[src/rtl/tns_decoder_30.sv]
// Purpose: decode a 30-bit TNS crosstalk-avoidance codeword back to its data word by weighted sum.
// Latency: 3 cycles from an accepted codeword to out_valid; throughput 1 word/cycle.
// Backpressure: the whole pipe, bubbles included, freezes while out_valid & ~out_ready; in_ready = out_ready | ~out_valid.
module tns_decoder_30 #(
    parameter int CW = 30,
    parameter int DW = 25
) (
    input  logic          clock,
    input  logic          rst_n,
    input  logic [CW-1:0] code_in,
    input  logic          in_valid,
    output logic          in_ready,
    output logic [DW-1:0] data_out,
    output logic          out_valid,
    input  logic          out_ready,
    output logic          ovf
);

    // Sums carry two guard bits above the data width so the all-ones codeword cannot wrap.
    localparam int SW    = DW + 2;
    localparam int NPART = CW / 6;

    // Bit weights, bit 0 first. Group k (bits 3k-1..3k-3) holds TNSk_A/B/C; these follow the
    // tribonacci series, and bit 0 carries the residue with weight 1.
    localparam int unsigned WEIGHT [CW] = '{
        32'd1,        32'd2,        32'd4,        32'd7,        32'd13,
        32'd24,       32'd44,       32'd81,       32'd149,      32'd274,
        32'd504,      32'd927,      32'd1705,     32'd3136,     32'd5768,
        32'd10609,    32'd19513,    32'd35890,    32'd66012,    32'd121415,
        32'd223317,   32'd410744,   32'd755476,   32'd1389537,  32'd2555757,
        32'd4700770,  32'd8646064,  32'd15902591, 32'd29249425, 32'd53798080
    };

    logic          adv;
    logic          v1;
    logic          v2;
    logic          v3;
    logic [CW-1:0] code1;
    logic [SW-1:0] part2    [NPART];
    logic [SW-1:0] part_nxt [NPART];
    logic [SW-1:0] sum3;
    logic [SW-1:0] total_nxt;

    // One global advance: a stalled output holds every stage, empty ones too.
    assign adv       = out_ready | ~v3;
    assign in_ready  = adv;
    assign out_valid = v3;
    assign data_out  = sum3[DW-1:0];
    assign ovf       = |sum3[SW-1:DW];

    // Stage-2 partials: each covers two groups (six codeword bits) of the stage-1 code.
    always_comb begin
        for (int j = 0; j < NPART; j++) begin
            part_nxt[j] = '0;
            for (int b = 0; b < 6; b++) begin
                if (code1[6*j + b]) begin
                    part_nxt[j] = part_nxt[j] + SW'(WEIGHT[6*j + b]);
                end
            end
        end
    end

    // Stage-3 total of the registered partials.
    always_comb begin
        total_nxt = '0;
        for (int j = 0; j < NPART; j++) begin
            total_nxt = total_nxt + part2[j];
        end
    end

    // Pipeline registers: valids shift on advance, data loads only behind a valid word.
    always_ff @(posedge clock or negedge rst_n) begin
        if (!rst_n) begin
            v1    <= 1'b0;
            v2    <= 1'b0;
            v3    <= 1'b0;
            code1 <= '0;
            sum3  <= '0;
            for (int j = 0; j < NPART; j++) begin
                part2[j] <= '0;
            end
        end else if (adv) begin
            v1 <= in_valid;
            v2 <= v1;
            v3 <= v2;
            if (in_valid) begin
                code1 <= code_in;
            end
            if (v1) begin
                for (int j = 0; j < NPART; j++) begin
                    part2[j] <= part_nxt[j];
                end
            end
            if (v2) begin
                sum3 <= total_nxt;
            end
        end
    end

endmodule

[config.mk]
export PLATFORM = sky130hd
export DESIGN_NAME = tns_decoder_30
export DESIGN_NICKNAME = d
export VERILOG_FILES = /design/src/rtl/tns_decoder_30.sv
export SDC_FILE = /design/constraint.sdc
export NUM_CORES = 1
export LEC_CHECK = 0
export CAP_MARGIN = 20
export CELL_PAD_IN_SITES_DETAIL_PLACEMENT = 0
export CELL_PAD_IN_SITES_GLOBAL_PLACEMENT = 2
export CORE_MARGIN = 4
export CORE_UTILIZATION = 30
export DETAILED_ROUTE_END_ITERATION = 10
export PLACE_DENSITY_LB_ADDON = 0.1
export SLEW_MARGIN = 5
export SYNTH_ARGS = -nofsm -noshare
export SYNTH_HDL_FRONTEND = slang
export SYNTH_SLANG_ARGS = --single-unit
[constraint.sdc]
create_clock -name clock -period 11.56 [get_ports clock]
set_input_delay 2.89 -clock clock [delete_from_list [all_inputs] [get_ports clock]]
set_output_delay 2.89 -clock clock [all_outputs]
set_load 0.01 [all_outputs]
==> results_dict.tcl <==
set metrics [dict create \
    synthToLayoutAreaGrowth_pct 11.36 \
    track_usage_pct 15.91 \
    clock_path_buffers 2 \
    die_height_um 222.9 \
    async_reset_ff_share_pct 100.0 \
    synthDistinctLibCells 107 \
    grt_pass1_vias 10800 \
    yosysMostFrequentCell "nand2_1" \
    setup_tns_ps 0 \
    drc 0 \
    synth_edf_count 0 \
    crit_type "primary input to primary output" \
    postRouteAntennaNets 0 \
    fmax_ghz 0.1393 \
    grt_antenna_before_repair 1 \
    tightest_slew_ps 1044 \
    clock_latency_ps 470 \
    core_area_um2 45480 \
    synth_top_cell_area_share_pct 26.00 \
    vias 11050 \
    routedLengthMet1_um 20030 \
    drive_gt1_share_pct 7.975 \
    slowest_stage "clkdlybuf4s50_1" \
    wl_met2_um 17410 \
    fin_util_pct 33.94 \
    endpoint_kind "primary output" \
    gp_congestion 0.7957 \
    row_count 78 \
    critPathArrivalTime_ps 4290 \
    grt_max_degree 97 \
    path_delay_family "buffers and inverters" \
    outcome "complete, no violations" \
    top_layer "met4" \
    holdBufCountCts 0 \
    cp-start-kind "primary input" \
    met3_length_um 968 \
    grt_pass1_wl_um 62970 \
    cp_cell_sequence "clkdlybuf4s50_1 > nand2b_1 > clkdlybuf4s50_1" \
    port_buffers 61 \
    post_cts.repair.setup_buffers 0 \
    yosys-top-cells-count "208 x nand2_1, 144 x dfrtp_1, 140 x o21ai_0" \
    yosys.area.top_type "dfrtp_1" \
    finalCritPeriodShare_pct 62.11 \
    clk_pin_slew_ps 60 \
    clock_skew_ps 17.07 \
    slew_violations 0 \
    syn_area_per_cell_um2 8.651 \
    ys_seq_area_share_pct 26.00 \
    synth_area_um2 13860 \
    cts_buffers 17 \
    yosysWarnings 0 \
    dp_hpwl_um 30630 \
    crit_required_ps 8670 \
    first_pass_iters 5 \
    wl_per_cell_um 17.76 \
    diodes 0 \
    ys_ff_latch 144 \
    ys.flop_type "dfrtp_1" \
    routed_wl_um 39170 \
    finalSetupViolations 0 \
    root_buffer "clkbuf_16" \
    hold_path_class "flip-flop to flip-flop" \
    syn_nets 1789 \
    hold_viol_final 0 \
    vias_per_cell 5.010 \
    preCtsSetupSlack_ps 4380 \
    initial_core_util_pct 30.47 \
    critPathMaxStageDelay_ps 610 \
    dieArea_um2 49700 \
    drt_iter0_markers 550 \
    layout_min_cycle_time_ps 7180 \
    finalWorstSetupSlack_ps 4380 \
    fin_nets 1779 \
    critical_path.most_common_cell "clkdlybuf4s50_1" \
    max_slew_margin_pct 30.14 \
    cts_resized 0 \
    syn_inst 1602 \
    rsz0062_at_grt "false" \
    synth_area_leaders "dfrtp_1 26%, ha_1 10%, xnor2_1 6.7%" \
    maxCapViolCount 0 \
    timing.critical_path.buf_inv 2 \
    htreeDepth 4 \
    crit_fanout 8 \
    cts_tree "yes" \
    fp.dieW_um 222.9 \
    pin_count 62 \
    overflow 0 \
    timing.hold.ws_ps 477.8 \
    cts.sinks 144 \
]
==> per-layer routing <==
metal | global-route usage [%] | vias to the layer above
met1 | 22.86 | 5263
met5 | 0 | -
met3 | 2.237 | 32
met4 | 4.812 | 0
met2 | 24.84 | 145
li1 | - | 5607
==> cell usage in the layout, fill, tap and decap left out, drive strengths merged, types with 8 or more instances in the layout <==
master / Yosys / final
nand2: 208 / 208
a21oi: 67 / 67
mux2i: 19 / 19
nand3: 37 / 37
a21o: 20 / 20
a211oi: 10 / 10
xor2: 60 / 60
clkdlybuf4s50: 0 / 60
xnor2: 106 / 106
and3: 15 / 15
nor2: 87 / 87
nand4: 12 / 12
buf: 48 / 10
o31ai: 15 / 15
nor3: 30 / 30
o21a: 10 / 10
nor2b: 21 / 21
inv: 65 / 71
dfrtp: 144 / 144
clkbuf: 51 / 17
nand3b: 13 / 13
o21ai: 153 / 153
or3: 14 / 14
fa: 37 / 37
o211ai: 8 / 8
nand2b: 24 / 24
a31oi: 15 / 15
ha: 116 / 116
mux2: 44 / 44
and2: 15 / 15
==> worst register-to-register path, delay by kind of cell (launching register included) <==
kind	cells	cell delay, ps
compound gates	10	2880
xor+xnor	1	150
fa+ha+maj	4	1900
flops	1	400
==> cells by family (layout without fill, tap and decap cells) <==
logic type               Yosys count  count (layout)  share of synthesized area [%]
AND/OR/NAND/NOR                  518             518                          18.25
flip-flops                       144             144                          26.00
AO/OA/AOI/OAI                    392             392                          18.71
multiplexers                      63              63                          4.974
adder cells (fa/ha/maj)          153             153                          15.82
buffers and inverters            165             168                          5.543
XOR/XNOR                         167             167                          10.71
==> path summary, 6_finish.rpt <==
| path | from | end | slack (ps) | depth (start not counted) |
|---|---|---|---|---|
| min in group asynchronous | rst_n | code1[3] | 2290 | 1 |
| worst min register to register | sum3[25] | sum3[25] | 480 | 2 |
| worst max-delay path | out_ready | in_ready | 4380 | 3 |
| worst max register to register | part2[2] | sum3[26] | 6090 | 15 |
| worst min-delay path | sum3[25] | sum3[25] | 480 | 2 |
| max in group asynchronous | rst_n | code1[25] | 7460 | 3 |
==> cell type report <==
class	instances	area (µm²)
Clock buffer	17	425.4
Clock inverter	15	226.5
Fill cell	4832	30050
Inverter	66	250.2
Multi-Input combinational cell	1293	9498
Sequential cell	144	3603
Tap cell	600	750.7
Timing Repair Buffer	70	679.4
==> flip-flops by register name, indices dropped and copies added, names as in the netlist <==
signal	cells
out_valid	1
sum3	27
v1	1
code1	30
v2	1
part2	84
==> stage by stage <==
stage,cell area [µm²],instances
floorplan,13860,1602
global placement,14780,2173
detailed placement,14780,2173
CTS,15430,2205
global route,15430,2205
finish,15430,2205
Power is left out: the tool's default activity adds up to more than one toggle a clock period on the data nets, which glitch-free logic cannot reach.
